[src/rtl/uart_rx_monitor_pkg.sv]
// Shared types and constants for the UART receive monitor.
// Contents: parity mode encodings, FSM state type, buffered entry payload
// and the parity-check helper. No ports.
package uart_rx_monitor_pkg;

    localparam int unsigned PAR_NONE = 0;
    localparam int unsigned PAR_ODD  = 1;
    localparam int unsigned PAR_EVEN = 2;

    // Entries are sized for the widest supported character; narrower
    // configurations zero-extend on push and truncate on output.
    localparam int unsigned MAX_DATA_BITS = 9;

    typedef enum logic [2:0] {
        ST_IDLE  = 3'd0,
        ST_START = 3'd1,
        ST_DATA  = 3'd2,
        ST_PAR   = 3'd3,
        ST_STOP  = 3'd4,
        ST_BRK   = 3'd5
    } rx_state_e;

    typedef struct packed {
        logic [MAX_DATA_BITS-1:0] data;
        logic                     frame_err;
        logic                     parity_err;
    } rx_entry_t;

    // Odd mode flags an even total of ones; even mode flags an odd total.
    function automatic logic parity_error(
        input logic [MAX_DATA_BITS-1:0] data,
        input logic                     par_bit,
        input logic                     odd
    );
        return (^{data, par_bit}) ^ odd;
    endfunction

endpackage

[src/rtl/uart_rx_monitor_fifo.sv]
// Synchronous FIFO with a registered head entry.
// Ports:
//   clk, rst_n   clock, asynchronous active-low reset
//   push_i       write entry_i (ignored when full unless popping)
//   entry_i      entry to store
//   pop_i        drop the head entry (ignored when empty)
//   head_o       registered head entry
//   valid_o      head_o holds a stored entry
//   full_o       DEPTH entries stored
//   level_o      number of stored entries
module uart_rx_monitor_fifo
    import uart_rx_monitor_pkg::*;
#(
    parameter int unsigned DEPTH = 16
) (
    input  logic                     clk,
    input  logic                     rst_n,
    input  logic                     push_i,
    input  rx_entry_t                entry_i,
    input  logic                     pop_i,
    output rx_entry_t                head_o,
    output logic                     valid_o,
    output logic                     full_o,
    output logic [$clog2(DEPTH):0]   level_o
);

    localparam int unsigned AW = $clog2(DEPTH);
    localparam int unsigned PW = AW + 1;

    rx_entry_t     mem_q [DEPTH];
    rx_entry_t     head_q;
    rx_entry_t     head_d;
    logic [PW-1:0] wptr_q;
    logic [PW-1:0] rptr_q;
    logic [PW-1:0] wptr_d;
    logic [PW-1:0] rptr_d;
    logic [PW-1:0] count_d;
    logic [PW-1:0] level_q;
    logic          valid_q;
    logic          full_q;
    logic          pop_ok_c;
    logic          push_ok_c;

    // A pop frees a slot in the same cycle, so a push into a full FIFO
    // is accepted when paired with a pop.
    assign pop_ok_c  = pop_i & valid_q;
    assign push_ok_c = push_i & (~full_q | pop_ok_c);

    // Next pointers and the entry that becomes head after this cycle.
    always_comb begin
        wptr_d  = wptr_q + PW'(push_ok_c);
        rptr_d  = rptr_q + PW'(pop_ok_c);
        count_d = wptr_d - rptr_d;
        head_d  = head_q;
        if (count_d == '0) begin
            head_d = head_q;
        end else if (push_ok_c && (rptr_d == wptr_q)) begin
            head_d = entry_i;
        end else begin
            head_d = mem_q[rptr_d[AW-1:0]];
        end
    end

    // Storage array; contents are only meaningful between the pointers.
    always_ff @(posedge clk) begin
        if (push_ok_c) begin
            mem_q[wptr_q[AW-1:0]] <= entry_i;
        end
    end

    // Pointers and registered status.
    always_ff @(posedge clk or negedge rst_n) begin
        if (!rst_n) begin
            wptr_q  <= '0;
            rptr_q  <= '0;
            head_q  <= '0;
            valid_q <= 1'b0;
            full_q  <= 1'b0;
            level_q <= '0;
        end else begin
            wptr_q  <= wptr_d;
            rptr_q  <= rptr_d;
            head_q  <= head_d;
            valid_q <= (count_d != '0);
            full_q  <= (count_d == PW'(DEPTH));
            level_q <= count_d;
        end
    end

    assign head_o  = head_q;
    assign valid_o = valid_q;
    assign full_o  = full_q;
    assign level_o = level_q;

endmodule

[src/rtl/uart_rx_monitor.sv]
// UART receive monitor: recovers characters from an asynchronous serial
// line with framing/parity status and hands them off over valid/ready.
// Build option: define UART_RX_MONITOR_FIFO_EN for a FIFO_DEPTH-entry
// FIFO; otherwise a single holding register buffers one character.
// Ports:
//   clk, rst_n      clock, asynchronous active-low reset
//   rx_i            serial line, idle high, asynchronous to clk
//   data_o          head character, LSB = first bit received
//   frame_err_o     head character had a low stop bit
//   parity_err_o    head character failed the parity check
//   valid_o         head entry present
//   ready_i         consumer accepts the head entry
//   overrun_o       sticky: a character was dropped
//   clr_i           clears overrun_o
//   busy_o          a frame is in progress
//   level_o         number of stored entries
module uart_rx_monitor
    import uart_rx_monitor_pkg::*;
#(
    parameter int unsigned CLKS_PER_BIT = 434,
    parameter int unsigned DATA_BITS    = 8,
    parameter int unsigned PARITY       = 0,
    parameter int unsigned STOP_BITS    = 1,
    parameter int unsigned FIFO_DEPTH   = 16
) (
    input  logic                          clk,
    input  logic                          rst_n,
    input  logic                          rx_i,
    output logic [DATA_BITS-1:0]          data_o,
    output logic                          frame_err_o,
    output logic                          parity_err_o,
    output logic                          valid_o,
    input  logic                          ready_i,
    output logic                          overrun_o,
    input  logic                          clr_i,
    output logic                          busy_o,
    output logic [$clog2(FIFO_DEPTH):0]   level_o
);

    localparam int unsigned CW = $clog2(CLKS_PER_BIT);
    localparam int unsigned IW = $clog2(DATA_BITS);
    localparam int unsigned LW = $clog2(FIFO_DEPTH) + 1;

    localparam logic [CW-1:0] HALF_LOAD = CW'(CLKS_PER_BIT / 2 - 1);
    localparam logic [CW-1:0] FULL_LOAD = CW'(CLKS_PER_BIT - 1);
    localparam logic [IW-1:0] LAST_IDX  = IW'(DATA_BITS - 1);
    localparam logic          LAST_STOP = 1'(STOP_BITS - 1);
    localparam bit            PAR_EN    = (PARITY != PAR_NONE);
    localparam logic          PAR_ODD_M = (PARITY == PAR_ODD);

    logic                 rx_meta_q;
    logic                 rxs_q;
    rx_state_e            state_q;
    logic [CW-1:0]        cnt_q;
    logic [IW-1:0]        idx_q;
    logic                 stop_idx_q;
    logic [DATA_BITS-1:0] shreg_q;
    logic                 frame_err_q;
    logic                 par_err_q;
    logic                 busy_q;
    logic                 overrun_q;

    logic                 tick_c;
    logic                 push_c;
    logic                 pop_c;
    logic                 full_c;
    logic                 overrun_set_c;
    rx_entry_t            entry_c;
    rx_entry_t            head;
    logic                 head_valid;

    // Two-flop synchronizer; resets to the idle line level.
    always_ff @(posedge clk or negedge rst_n) begin
        if (!rst_n) begin
            rx_meta_q <= 1'b1;
            rxs_q     <= 1'b1;
        end else begin
            rx_meta_q <= rx_i;
            rxs_q     <= rx_meta_q;
        end
    end

    assign tick_c = (cnt_q == '0);

    // Push happens on the final stop sample; the stop bit being sampled
    // right now is folded into the frame error directly.
    assign push_c = (state_q == ST_STOP) && tick_c && (stop_idx_q == LAST_STOP);

    always_comb begin
        entry_c            = '0;
        entry_c.data       = MAX_DATA_BITS'(shreg_q);
        entry_c.frame_err  = frame_err_q | ~rxs_q;
        entry_c.parity_err = par_err_q;
    end

    // Receive FSM with registered busy flag.
    always_ff @(posedge clk or negedge rst_n) begin
        if (!rst_n) begin
            state_q     <= ST_IDLE;
            cnt_q       <= '0;
            idx_q       <= '0;
            stop_idx_q  <= 1'b0;
            shreg_q     <= '0;
            frame_err_q <= 1'b0;
            par_err_q   <= 1'b0;
            busy_q      <= 1'b0;
        end else begin
            case (state_q)
                ST_IDLE: begin
                    if (!rxs_q) begin
                        state_q     <= ST_START;
                        cnt_q       <= HALF_LOAD;
                        frame_err_q <= 1'b0;
                        par_err_q   <= 1'b0;
                        busy_q      <= 1'b1;
                    end
                end
                ST_START: begin
                    if (tick_c) begin
                        if (rxs_q) begin
                            // Line recovered before mid start bit: glitch.
                            state_q <= ST_IDLE;
                            busy_q  <= 1'b0;
                        end else begin
                            state_q <= ST_DATA;
                            cnt_q   <= FULL_LOAD;
                            idx_q   <= '0;
                        end
                    end else begin
                        cnt_q <= cnt_q - CW'(1);
                    end
                end
                ST_DATA: begin
                    if (tick_c) begin
                        shreg_q <= {rxs_q, shreg_q[DATA_BITS-1:1]};
                        cnt_q   <= FULL_LOAD;
                        if (idx_q == LAST_IDX) begin
                            state_q    <= PAR_EN ? ST_PAR : ST_STOP;
                            stop_idx_q <= 1'b0;
                        end else begin
                            idx_q <= idx_q + IW'(1);
                        end
                    end else begin
                        cnt_q <= cnt_q - CW'(1);
                    end
                end
                ST_PAR: begin
                    if (tick_c) begin
                        par_err_q  <= parity_error(MAX_DATA_BITS'(shreg_q), rxs_q, PAR_ODD_M);
                        cnt_q      <= FULL_LOAD;
                        state_q    <= ST_STOP;
                        stop_idx_q <= 1'b0;
                    end else begin
                        cnt_q <= cnt_q - CW'(1);
                    end
                end
                ST_STOP: begin
                    if (tick_c) begin
                        if (!rxs_q) begin
                            frame_err_q <= 1'b1;
                        end
                        if (stop_idx_q == LAST_STOP) begin
                            // A low final stop means a break: hold off until the line idles.
                            state_q <= rxs_q ? ST_IDLE : ST_BRK;
                            busy_q  <= ~rxs_q;
                        end else begin
                            stop_idx_q <= 1'b1;
                            cnt_q      <= FULL_LOAD;
                        end
                    end else begin
                        cnt_q <= cnt_q - CW'(1);
                    end
                end
                ST_BRK: begin
                    if (rxs_q) begin
                        state_q <= ST_IDLE;
                        busy_q  <= 1'b0;
                    end
                end
                default: begin
                    state_q <= ST_IDLE;
                    busy_q  <= 1'b0;
                end
            endcase
        end
    end

`ifdef UART_RX_MONITOR_FIFO_EN
    logic [LW-1:0] fifo_level;

    uart_rx_monitor_fifo #(
        .DEPTH (FIFO_DEPTH)
    ) u_fifo (
        .clk     (clk),
        .rst_n   (rst_n),
        .push_i  (push_c),
        .entry_i (entry_c),
        .pop_i   (pop_c),
        .head_o  (head),
        .valid_o (head_valid),
        .full_o  (full_c),
        .level_o (fifo_level)
    );

    assign level_o = fifo_level;
`else
    rx_entry_t hold_q;
    logic      hold_valid_q;

    // Single holding register; a same-cycle pop makes room for a push.
    always_ff @(posedge clk or negedge rst_n) begin
        if (!rst_n) begin
            hold_q       <= '0;
            hold_valid_q <= 1'b0;
        end else if (push_c && (!hold_valid_q || pop_c)) begin
            hold_q       <= entry_c;
            hold_valid_q <= 1'b1;
        end else if (pop_c) begin
            hold_valid_q <= 1'b0;
        end
    end

    assign head       = hold_q;
    assign head_valid = hold_valid_q;
    assign full_c     = hold_valid_q;
    assign level_o    = LW'(hold_valid_q);
`endif

    assign pop_c         = head_valid & ready_i;
    assign overrun_set_c = push_c & full_c & ~pop_c;

    // Sticky overrun; a drop in the same cycle as clr_i wins.
    always_ff @(posedge clk or negedge rst_n) begin
        if (!rst_n) begin
            overrun_q <= 1'b0;
        end else if (overrun_set_c) begin
            overrun_q <= 1'b1;
        end else if (clr_i) begin
            overrun_q <= 1'b0;
        end
    end

    // Entry bits above DATA_BITS are always zero and never leave the block.
    logic unused_head_bits;
    assign unused_head_bits = ^head.data;

    assign data_o       = head.data[DATA_BITS-1:0];
    assign frame_err_o  = head.frame_err;
    assign parity_err_o = head.parity_err;
    assign valid_o      = head_valid;
    assign busy_o       = busy_q;
    assign overrun_o    = overrun_q;

endmodule

[config.mk]
export PLATFORM = sky130hd
export DESIGN_NAME = uart_rx_monitor
export DESIGN_NICKNAME = d
export VERILOG_FILES = /design/src/rtl/uart_rx_monitor_pkg.sv /design/src/rtl/uart_rx_monitor_fifo.sv /design/src/rtl/uart_rx_monitor.sv
export SDC_FILE = /design/constraint.sdc
export NUM_CORES = 1
export LEC_CHECK = 0
export CORE_UTILIZATION = 56
export CTS_BUF_LIST = sky130_fd_sc_hd__clkbuf_16
export DETAILED_ROUTE_END_ITERATION = 10
export GPL_ROUTABILITY_DRIVEN = 0
export PLACE_DENSITY = 0.87
export SYNTH_ARGS = -nofsm -noshare
export SYNTH_HDL_FRONTEND = slang
export SYNTH_SLANG_ARGS = --single-unit
[constraint.sdc]
create_clock -name clk -period 3.55 [get_ports clk]
set_input_delay 0.355 -clock clk [delete_from_list [all_inputs] [get_ports clk]]
set_output_delay 0.355 -clock clk [all_outputs]
set_load 0.005 [all_outputs]
# == Word level (Yosys, flattened, before mapping) ==
# Cells that the tools add are included.
# op_classes
addsub,2
eq_ne,19
muxes,44
bitwise,8
n_reduce_logical,24
# ops
op,n
two-way mux 9 bit,6
two-way mux 3 bit,13
one-hot mux 9 bit (4 select lines),1
inequality test 2 bit (second input constant),11
one-hot mux 3 bit (6 select lines),1
two-way mux 1 bit,17
AND reduction 5 bit,3
nonzero test 2 bit,5
XOR reduction 10 bit,1
equality test 3 bit (second input constant),3
logical NOT 9 bit,1
subtractor 9 x 1 -> 9 bit (second input constant),1
AND reduction 4 bit,2
AND reduction 8 bit,1
equality test 3 x 2 -> 1 bit (second input constant),2
inequality test 3 bit (second input constant),2
one-hot mux 3 bit (2 select lines),1
one-hot mux 1 bit (5 select lines),1
NOT 1 bit,4
one-hot mux 1 bit (2 select lines),2
nonzero test 4 bit,1
adder 3 x 1 -> 3 bit (second input constant),1
bitwise AND 1 bit,3
equality test 3 x 1 -> 1 bit (second input constant),1
11 further kinds,13
# totals
register_bits,41
in_bits,5
out_inout_bits,18

# == Depth between registers and ports, before layout ==
# logic_depth
ltp_word,6
ltp_mapped,7
mapped_depth_nobuf,6

# == Least setup slack after synthesis ==
# Ideal clock, no wire load.
# synth_timing
kind,reg-to-reg
from,register cnt_q[0]
to,"register busy_q, in the netlist busy_o"
setup_ns,0.136
arrival_ns,1.761
required_ns,3.414
slack_ns,1.653
path_stages_with_launch,7
n_path_buf,0
synth_period_minus_slack_ns,1.897
cell_sequence,dfrtp_1 inv_1 ha_1 or4b_1 o21ai_0 a21oi_1 or3b_2
# synth_between
elab_chain_len,3
word_cells_on_any_way,4
classes_between,eq/ne: 2; reduce/logical: 2
# synth_lines
item,line,source
"start, declared",uart_rx_monitor.sv:54,logic [CW-1:0] cnt_q;
"start signal, assigned",uart_rx_monitor.sv:130,cnt_q <= cnt_q - CW'(1);
"start signal, assigned",uart_rx_monitor.sv:144,cnt_q <= cnt_q - CW'(1);
"start signal, assigned",uart_rx_monitor.sv:154,cnt_q <= cnt_q - CW'(1);
logical NOT 9 bit *,uart_rx_monitor.sv:83,assign tick_c = (cnt_q == '0);
inequality test 2 bit (no source line),n/a,
AND reduction 5 bit (no source line) *,n/a,
"end signal, assigned",uart_rx_monitor.sv:165,busy_q <= ~rxs_q;
"end, declared",uart_rx_monitor.sv:60,logic busy_q;
# Mark *: on every way between the ends. The rest lies on a longest branch, timed or not.
# A chain may end at the register's enable or synchronous reset.

# == Worst setup path in the final report ==
# layout_timing
from,register cnt_q[1]
to,register idx_q[0]
# layout_between
elab_chain_len,3
word_cells_on_any_way,4
classes_between,eq/ne: 2; reduce/logical: 2
# layout_lines
item,line,source
logical NOT 9 bit *,uart_rx_monitor.sv:83,
inequality test 2 bit (no source line),n/a,
AND reduction 5 bit (no source line) *,n/a,
"end signal, assigned",uart_rx_monitor.sv:141,idx_q <= idx_q + IW'(1);
"end, declared",uart_rx_monitor.sv:55,logic [IW-1:0] idx_q;
# Marked as above.

==> summary.md <==
| Metric | Value |
|---|---|
| Crit Path Max Fanout | 11 |
| IO Count | 23 |
| Switch Pwr | 183.0 uW |
| Total chip power | 976.6 uW |
| Mean Syn Cell Area | 11.32 um^2 |
| Drt pass-1 iters | 4 |
| Setup CP Type | reg2reg |
| Slew headroom | 43.36% |
| Total Die Area | 3906 um^2 |
| Max Clk Rate | 428.8 MHz |
| Htree depth | 2 |
| Clock sinks | 40 |
| Max Slew Vio Count | 0 |
| Die W | 62.50 um |
| Post-Layout Cell Count | 243 |
| Worst-margin pin slew | 0.8496 ns |
| DRT Wirelength | 3883 um |
| Ant diodes | 0 |
| Worst-path clk slew | 0.06 ns |
| Clock skew | 0.002952 ns |
| Hold-fix buffers, CTS | 0 |
| Violation count after the first detailed-route iteration | 114 |
| Worst EP arrival | 2.49 ns |
| Largest stage delay, worst path | 0.49 ns |
| XOR/XNOR Fraction of Synth Area | 4.518% |
| Status | finished clean |
| # Max-Cap Violations | 0 |
| Vias/cell | 6.103 |
| Post-synthesis simple-gate area fraction | 15.93% |
| Cell-internal power | 793.7 uW |
| PD cells | 409.3 nW/um^2 |
| Layout area overhead | 16.42% |
| First-pass GRT wire length | 6817 um |
| Mapped cell area | 2049 um^2 |
| Final hold slack | 0.1841 ns |
| Num CTS Buffers | 5 |
| Final TNS setup | 0 ns |
| Vias in the first global route | 1346 |
| Peak supply drop | 0.2821 mV |
| Die Y | 62.50 um |
| Vias | 1483 |
| Setup violators final | 0 |
| Initial core utilization | 60.00% |
| Commonest non-fill, non-tap cell in the layout | dfrtp_1 |
| Clock power share | 51.0% |
| Area of the core | 3416 um^2 |
| Gate power share | 1.9% |
| Post-synthesis compound-gate area fraction | 14.65% |
| Critical path cell sequence | inv_1, ha_1, nor4b_4, nand2_2, or3_1, mux2_2 |
| Post-synthesis mux area share | 9.341% |
| Synth warn | 0 |
| CTS tree | yes |
| Distinct cells, synth | 49 |
| Clk buf depth | 2 |
| # nets final | 204 |
| Drt drc | 0 |
| Synth Area in Adders | 1.832% |
| Worst Hold Class | in2async |
| Final Hold Fails | 0 |
| Average wire per standard cell | 15.98 um |
| Worst skew pair latency | 0.28 ns |
| IO Port Bufs | 18 |
| Unrepaired setup endpoints after global routing | false |
| Cell count after synthesis | 181 |
| Part of the cycle the worst path needs | 65.69% |
| Initial antenna violation count | 0 |
| Critical path data required time | 3.71 ns |
| Post-layout instance area | 2386 um^2 |
| Largest family of logic cells by synthesized area | simple AND/OR/NAND/NOR gates |
| Min cycle time layout | 2.332 ns |
| Post-synthesis register bit count | 40 |
| Sw Ratio | 18.74% |
| Gr ovfl total | 0 |
| Fraction of layout cells with a size suffix above 1 | 18.78% |
| Worst setup EP type | flop |
| Most used cells in the layout excluding fill and tap cells | dfrtp_1 (38), mux2_2 (17), clkdlybuf4s50_1 (17) |
| Leak Pwr | 1.072 nW |
| Slowest cell on the critical path | nor4b_4 |
| Post-CTS sizing | 0 |
| Cell area after placement | 2218 um^2 |
| Startpoint Class | flop |
| Register share of total power | 47.1% |
| Pin count of the biggest net entering global routing | 41 |
| GRT Overall Usage | 22.45% |
| Finished Core Util | 69.85% |
| Root Buffer | clkbuf_16 |
| Row count | 21 |
| Register area share after synthesis | 48.96% |
| Hpwl dp | 2574 um |
| Worst slack, placed | 1.258 ns |
| Routed Antenna Nets | 0 |
| Postcts setup bufs | 0 |
| Placed cells | 235 |
| PnR worst setup slack | 1.218 ns |
## power by group through the flow
| stage | clock (mW) | combinational (mW) | sequential [mW] |
|---|---|---|---|
| after CTS | 0.506 | 0.0194 | 0.460 |
| after global placement | 0 | 0.0187 | 0.468 |
| after detailed placement | 0 | 0.0192 | 0.468 |
| after global routing | 0.527 | 0.0217 | 0.460 |
| final | 0.498 | 0.0188 | 0.460 |
| after floorplan | 0 | 0.00886 | 0.467 |
## layer usage
metal  part of all wire [%]  up-vias  global-route usage, %  routed length [um]
met1                     47      724                  32.69                1807
met2                     46       60                  32.61                1769
met3                    6.4        9                  5.839                 250
met4                    1.4        0                  7.267                  55
li1                       -      690                      -                   -
met5                      0        -                      0                   0
## cells in the mapped netlist, drive strengths merged
cell / count / area share (%)
a21boi: 1 / 0.37
a21o: 1 / 0.37
a21oi: 8 / 2.0
a22o: 6 / 2.6
a22oi: 1 / 0.37
a2bb2oi: 1 / 0.43
a31o: 1 / 0.43
a31oi: 1 / 0.31
and3: 1 / 0.31
buf: 9 / 2.9
clkbuf: 4 / 0.73
conb: 1 / 0.18
dfrtp: 38 / 46
dfstp: 2 / 2.6
ha: 3 / 1.8
inv: 5 / 0.92
mux2: 17 / 9.3
nand2: 6 / 1.2
nand2b: 3 / 0.92
nand3: 3 / 0.73
nand4: 3 / 1.5
nor2: 12 / 2.2
nor2b: 2 / 0.61
nor3: 4 / 0.98
nor3b: 4 / 1.5
nor4: 2 / 1.3
nor4b: 1 / 1.2
o21ai: 9 / 2.2
o21ba: 1 / 0.49
o221a: 1 / 0.55
o22a: 1 / 0.43
o22ai: 3 / 0.92
o31a: 2 / 0.85
o31ai: 2 / 0.73
o32ai: 4 / 1.7
or2: 1 / 0.31
or3: 3 / 0.92
or3b: 2 / 0.85
or4: 2 / 0.92
or4b: 1 / 0.49
xnor2: 6 / 2.6
xnor3: 1 / 1.1
xor2: 2 / 0.85
## final timing paths
check,start,end,slack (ns),depth (start not counted)
worst max-delay path,cnt_q[1],idx_q[0],1.22,6
worst min-delay path,rst_n,data_o[0],0.18,1
worst max register to register,cnt_q[1],idx_q[0],1.22,6
worst min register to register,rx_meta_q,rxs_q,0.36,0
max in group asynchronous,rst_n,state_q[0],2.83,1
min in group clk,rx_meta_q,rxs_q,0.36,0
## area by class of cell
class	count	area, um^2
clock inverters	3	42.54
well taps	46	57.56
clock buffers	5	125.1
fillers	228	1030
multi-input cells	126	963.4
inverters	5	18.77
repair buffers	18	175.2
flip-flops and latches	40	1003
## flip-flops by register name, indices dropped and copies added (netlist names)
register and count:
frame_err_o 1, rx_meta_q 1, valid_o 1, frame_err_q 1
rxs_q 1, shreg_q 8, overrun_o 1, parity_err_o 1
busy_o 1, idx_q 3, par_err_q 1, data_o 8
state_q 3, cnt_q 9
## logic make-up (layout without fill, tap and decap cells)
family | count (synthesis) | in the layout
simple gates | 50 | 50
compound gates | 43 | 43
flops | 40 | 40
buf+inv | 18 | 31
mux | 17 | 17
xor+xnor | 9 | 9
fa+ha+maj | 3 | 3
other cells | 1 | 4
## worst max-delay path, delay by kind of cell, from the launching register on
| kind | cells | cell delay [ns] |
|---|---|---|
| AND/OR/NAND/NOR | 3 | 1.20 |
| flip-flops | 1 | 0.40 |
| multiplexers | 1 | 0.27 |
| adder cells (fa/ha/maj) | 1 | 0.24 |
| buffers and inverters | 1 | 0.11 |
(Power assumes the default switching activity.)
